==> config.mk <==
export PLATFORM = sky130hd
export DESIGN_NAME = mem_port_arbiter
export DESIGN_NICKNAME = d
export VERILOG_FILES = /design/src/rtl/mem_port_arbiter.sv
export SDC_FILE = /design/constraint.sdc
export NUM_CORES = 1
export LEC_CHECK = 0
export ABC_AREA = 0
export CORE_AREA = 2 2 125 127
export CTS_CLUSTER_SIZE = 24
export DETAILED_ROUTE_END_ITERATION = 16
export DIE_AREA = 0 0 127 129
export GPL_TIMING_DRIVEN = 0
export PLACE_DENSITY_LB_ADDON = 0.05
export SLEW_MARGIN = 20
export SYNTH_ARGS = -nofsm -noshare
export SYNTH_HDL_FRONTEND = slang
export SYNTH_SLANG_ARGS = --single-unit
==> constraint.sdc <==
create_clock -name clk -period 3.9 [get_ports clk]
set_input_delay 0.78 -clock clk [delete_from_list [all_inputs] [get_ports clk]]
set_output_delay 0.78 -clock clk [all_outputs]
set_load 0.005 [all_outputs]
==> src/rtl/mem_port_arbiter.sv <==
// rtl/mem_port_arbiter.sv - shares one SRAM-like port between inst and data requesters.
// Optional ARB_ROUND_ROBIN_EN selects round-robin arbitration instead of data-over-inst priority.
module mem_port_arbiter #(
   parameter int MAX_OUTSTANDING = 2
) (
   input  logic        clk,
   input  logic        resetn,
   input  logic        inst_req,
   input  logic        inst_wr,
   input  logic [1:0]  inst_size,
   input  logic [31:0] inst_addr,
   input  logic [3:0]  inst_wstrb,
   input  logic [31:0] inst_wdata,
   output logic        inst_addr_ok,
   output logic        inst_data_ok,
   output logic [31:0] inst_rdata,
   input  logic        data_req,
   input  logic        data_wr,
   input  logic [1:0]  data_size,
   input  logic [31:0] data_addr,
   input  logic [3:0]  data_wstrb,
   input  logic [31:0] data_wdata,
   output logic        data_addr_ok,
   output logic        data_data_ok,
   output logic [31:0] data_rdata,
   output logic        bus_req,
   output logic        bus_wr,
   output logic [1:0]  bus_size,
   output logic [31:0] bus_addr,
   output logic [3:0]  bus_wstrb,
   output logic [31:0] bus_wdata,
   input  logic        bus_addr_ok,
   input  logic        bus_data_ok,
   input  logic [31:0] bus_rdata
);

   localparam int PTR_W = (MAX_OUTSTANDING > 1) ? $clog2(MAX_OUTSTANDING) : 1;
   localparam int CNT_W = $clog2(MAX_OUTSTANDING + 1);
   localparam logic [CNT_W-1:0] CNT_MAX  = CNT_W'(MAX_OUTSTANDING);
   localparam logic [PTR_W-1:0] PTR_LAST = PTR_W'(MAX_OUTSTANDING - 1);

   typedef enum logic [1:0] {
      IDLE      = 2'd0,
      LOCK_INST = 2'd1,
      LOCK_DATA = 2'd2
   } state_t;

   state_t                     state;
   logic [CNT_W-1:0]           cnt;
   logic [PTR_W-1:0]           wr_ptr;
   logic [PTR_W-1:0]           rd_ptr;
   logic [MAX_OUTSTANDING-1:0] owner_q;

   logic sel_data;
   logic req_raw;
   logic full;
   logic q_empty;
   logic push;
   logic pop;
   logic head_data;

`ifdef ARB_ROUND_ROBIN_EN
   logic last_gnt_data;
`endif

   // Full uses registered cnt only so bus_data_ok never reaches bus_req.
   assign full    = (cnt == CNT_MAX);
   assign q_empty = (cnt == '0);

   always_comb begin
      sel_data = 1'b0;
      req_raw  = 1'b0;
      case (state)
         LOCK_INST: begin
            sel_data = 1'b0;
            req_raw  = inst_req;
         end
         LOCK_DATA: begin
            sel_data = 1'b1;
            req_raw  = data_req;
         end
         default: begin
`ifdef ARB_ROUND_ROBIN_EN
            sel_data = data_req && (!inst_req || !last_gnt_data);
`else
            sel_data = data_req;
`endif
            req_raw  = !full && (inst_req || data_req);
         end
      endcase
   end

   assign bus_req   = resetn && req_raw;
   assign bus_wr    = bus_req && (sel_data ? data_wr : inst_wr);
   assign bus_size  = {2{bus_req}}  & (sel_data ? data_size  : inst_size);
   assign bus_addr  = {32{bus_req}} & (sel_data ? data_addr  : inst_addr);
   assign bus_wstrb = {4{bus_req}}  & (sel_data ? data_wstrb : inst_wstrb);
   assign bus_wdata = {32{bus_req}} & (sel_data ? data_wdata : inst_wdata);

   assign push = bus_req && bus_addr_ok;
   assign pop  = resetn && bus_data_ok && !q_empty;

   assign inst_addr_ok = push && !sel_data;
   assign data_addr_ok = push &&  sel_data;

   assign head_data    = owner_q[rd_ptr];
   assign inst_data_ok = pop && !head_data;
   assign data_data_ok = pop &&  head_data;
   assign inst_rdata   = bus_rdata;
   assign data_rdata   = bus_rdata;

   always_ff @(posedge clk or negedge resetn) begin
      if (!resetn) begin
         state <= IDLE;
      end else begin
         case (state)
            IDLE: begin
               if (bus_req && !bus_addr_ok)
                  state <= sel_data ? LOCK_DATA : LOCK_INST;
            end
            LOCK_INST, LOCK_DATA: begin
               if (bus_addr_ok)
                  state <= IDLE;
            end
            default: state <= IDLE;
         endcase
      end
   end

   // Owner queue: one bit per accepted transaction, 1 = data requester.
   always_ff @(posedge clk or negedge resetn) begin
      if (!resetn) begin
         owner_q <= '0;
         wr_ptr  <= '0;
         rd_ptr  <= '0;
         cnt     <= '0;
      end else begin
         if (push) begin
            owner_q[wr_ptr] <= sel_data;
            wr_ptr          <= (wr_ptr == PTR_LAST) ? '0 : wr_ptr + 1'b1;
         end
         if (pop)
            rd_ptr <= (rd_ptr == PTR_LAST) ? '0 : rd_ptr + 1'b1;
         case ({push, pop})
            2'b10:   cnt <= cnt + 1'b1;
            2'b01:   cnt <= cnt - 1'b1;
            default: cnt <= cnt;
         endcase
      end
   end

`ifdef ARB_ROUND_ROBIN_EN
   always_ff @(posedge clk or negedge resetn) begin
      if (!resetn)
         last_gnt_data <= 1'b1;
      else if (push)
         last_gnt_data <= sel_data;
   end
`endif

endmodule

==> results.md <==
- Status: finished clean
- Max frequency: 279.6 MHz
- Fillers: 1572
- Overall Global Routing Usage: 0.1326
- Crit path to: bus_addr[10]
- Residual DRC: 0
- Crit. Startpoint: data_req
- CORE AREA: 14980 um2
- Nets: 828
- # IOs: 320
- Switching Share: 0.4313
- Reg power frac: 0.067
- CP startpoint kind: primary input
- Yosys top cell area share: 0.2126
- Vias in the first global route: 3264
- Post-route setup TNS: 0 ns
- DR pass1 iterations: 4
- Worst Setup End Kind: output port
- CTS hold repair buffers: 0
- Worst-path clk slew: 0.04 ns
- Die Y: 129 um
- Setup CP Type: primary input to output port
- Worst min-delay path category: primary input to async pin
- Crit path DAT: 2.80 ns
- Synth top area cells: a21oi_2 21%, buf_4 20%, nand2_1 19%
- Largest net degree at the start of global routing: 12
- Clock Latency Late Sink: 0.23 ns
- Initial antenna violation count: 0
- CTS Root Cell: clkbuf_16
- Leak pwr: 2.230 nW
- Grt ovf: 0
- Slew HR: 0.7067
- DR iter-0 viols: 91
- Required time of the critical path: 3.12 ns
- # Max-Cap Violations: 0
- CTS buffer count: 3
- Final critical-path share of the clock period: 0.9172
- Distinct cell type count after synthesis: 36
- Layout area overhead: 131.0%
- Initial Utilization: 0.1623
- Clk_skew: 0.0004851 ns
- RR Startpoint: state[0]
- Mapped Nets: 536
- First-pass GRT wire length: 17430 um
- Gpl congestion: 0.7605
- Pins Over Slew Limit: 0
- Via Count: 3255
- Die Span X: 127 um
- Synth warn: 0
- Die area: 16380 um2
- Reg2reg path depth: 9
- Final Hold Fails: 0
- Synth area leader: a21oi_2
- Seq/Total Area, Yosys: 0.08235
- Synthesized instance count: 352
- Synthesized area: 2431 um2
- WL per Instance: 14.52 um
- Crit path max fanout: 10
- # diodes: 0
- Min cycle time layout: 3.577 ns
- Comb power frac: 0.860
- I/O Buffers: 287
- Placement Setup Slack: 0.02123 ns
- FF-to-FF End: cnt[1]
- Most common cell after layout, fill and taps aside: clkdlybuf4s50_1
- Endpoints failing setup: 0
- Routed Antenna Nets: 0
- H-tree lvl count: 1
- FF-to-FF setup slack: 1.77 ns
- Clock power share: 0.073
- Total setup buffers inserted after CTS: 0
- # rows: 45
- Slew @ Worst Pin: 0.4392 ns
- Net switching power: 1.015 mW
- Most frequent cells in the layout: 286 x clkdlybuf4s50_1, 125 x nand2_1, 65 x buf_4, 59 x a21oi_2, 19 x nand2_2
- PD cells: 418.8 nW/um2
- CTS tree: built
- Post-DP HPWL: 10370 um
- Average size of a mapped cell: 6.906 um2
- Hold WS: 0.4738 ns
- Cell Int Power: 1.338 mW
- Max clock buf depth: 2
- FF+latch count, synth: 8
- Final wirelength: 12060 um
- CTS sink count: 8
- Via/cell ratio: 3.922
- Maximum vdd ir drop: 0.0001910 V
- Layout cells sized above 1: 0.2710
- Unrepaired setup endpoints after global routing: no
- Post-route worst setup slack: 0.3229 ns
metrics by stage:
| stage | instances | util | instance area, um2 | power, mW |
|---|---|---|---|---|
| 6_report | 830 | 0.3750 | 5617 | 2.352 |
| 5_1_grt | 830 | 0.3750 | 5617 | 2.565 |
| 4_1_cts | 830 | 0.3749 | 5614 | 2.406 |
| 3_5_place_dp | 827 | 0.3698 | 5539 | 2.218 |
| 3_3_place_gp | 827 | 0.3698 | 5539 | 2.212 |
| 2_1_floorplan | 352 | - | 2431 | 1.302 |
logic make-up after synthesis:
| group | after synthesis | synth area share |
|---|---|---|
| adders and majority gates | 4 | 0.02059 |
| and+or+nand+nor | 158 | 0.2810 |
| buffers and inverters | 92 | 0.3078 |
| muxes | 3 | 0.01441 |
| AOI/OAI and AO/OA | 82 | 0.2759 |
| DFF | 8 | 0.08235 |
| xor gates and xnor gates | 5 | 0.01801 |
cell usage after synthesis:
| cell | instances |
|---|---|
| nand2_1 | 125 |
| buf_4 | 65 |
| a21oi_2 | 59 |
| nand2_2 | 19 |
| a21oi_1 | 13 |
| buf_6 | 9 |
| buf_2 | 8 |
| dfrtp_1 | 8 |
| buf_12 | 5 |
| ha_1 | 4 |
| nor2_1 | 4 |
| xnor2_1 | 4 |
| inv_1 | 3 |
| mux2i_1 | 2 |
| o21ai_1 | 2 |
| o31ai_1 | 2 |
| a22o_1 | 1 |
| a32oi_4 | 1 |
| and2_1 | 1 |
| and4_1 | 1 |
| clkbuf_1 | 1 |
| inv_2 | 1 |
| mux2_4 | 1 |
| nand2b_1 | 1 |
| nand2b_2 | 1 |
| nand2b_4 | 1 |
| nand3_1 | 1 |
| nor2b_1 | 1 |
| nor2b_2 | 1 |
| o211ai_1 | 1 |
| o21ai_0 | 1 |
| o221ai_1 | 1 |
| o22ai_1 | 1 |
| or2_1 | 1 |
| or4b_1 | 1 |
| xor2_1 | 1 |
what timing repair did:
item | in CTS | in global routing
endpoints found under the hold margin | 0 | 0
resized for setup | 0 | 1
setup endpoints to repair | 0 | 27
routing by layer:
| layer | vias up | part of all wire | track usage |
|---|---|---|---|
| li1 | 1653 | - | - |
| met1 | 1417 | 0.37 | 0.1431 |
| met2 | 178 | 0.53 | 0.2619 |
| met3 | 7 | 0.095 | 0.03909 |
| met4 | 0 | 0.0059 | 0.01551 |
| met5 | - | 0 | 0 |
how the worst min path moves through the flow:
stage,startpoint,end,slack (ns),depth (start not counted)
floorplan,owner_q[0],owner_q[0],0.45,2
detailed placement,owner_q[1],owner_q[1],0.48,2
CTS,owner_q[1],owner_q[1],0.49,2
global route,resetn,state[1],0.52,1
finish,resetn,state[0],0.47,1
global placement,owner_q[1],owner_q[1],0.48,2
final cells by class:
type	instances	area, um2	share of cell area
plain buffers	88	733.2	0.1305
well taps	188	235.2	0.04188
flip-flops and latches	8	200.2	0.03564
multi-input cells	252	1483	0.2640
inverters	4	15.01	0.002673
clock buffers	3	75.07	0.01337
repair buffers	287	2875	0.5119
worst max-delay path, stage by stage:
cell	delay, ns
clkdlybuf4s50_1	0.48
mux2i_1	0.18
buf_2	0.29
buf_2	0.28
nand2_1	0.09
a21oi_2	0.13
clkdlybuf4s50_1	0.57
registers in the layout, summed over array words and instances (netlist names):
register / count
cnt: 2
wr_ptr: 1
rd_ptr: 1
state: 2
owner_q: 2
power by group through the flow:
| stage | Clock, mW | Combinational, mW | Sequential [mW] |
|---|---|---|---|
| global placement | 0 | 2.05 | 0.158 |
| finish | 0.172 | 2.02 | 0.158 |
| CTS | 0.176 | 2.07 | 0.158 |
| detailed placement | 0 | 2.06 | 0.158 |
| global route | 0.180 | 2.22 | 0.165 |
| floorplan | 0 | 1.15 | 0.151 |
(Power assumes the default switching activity.)
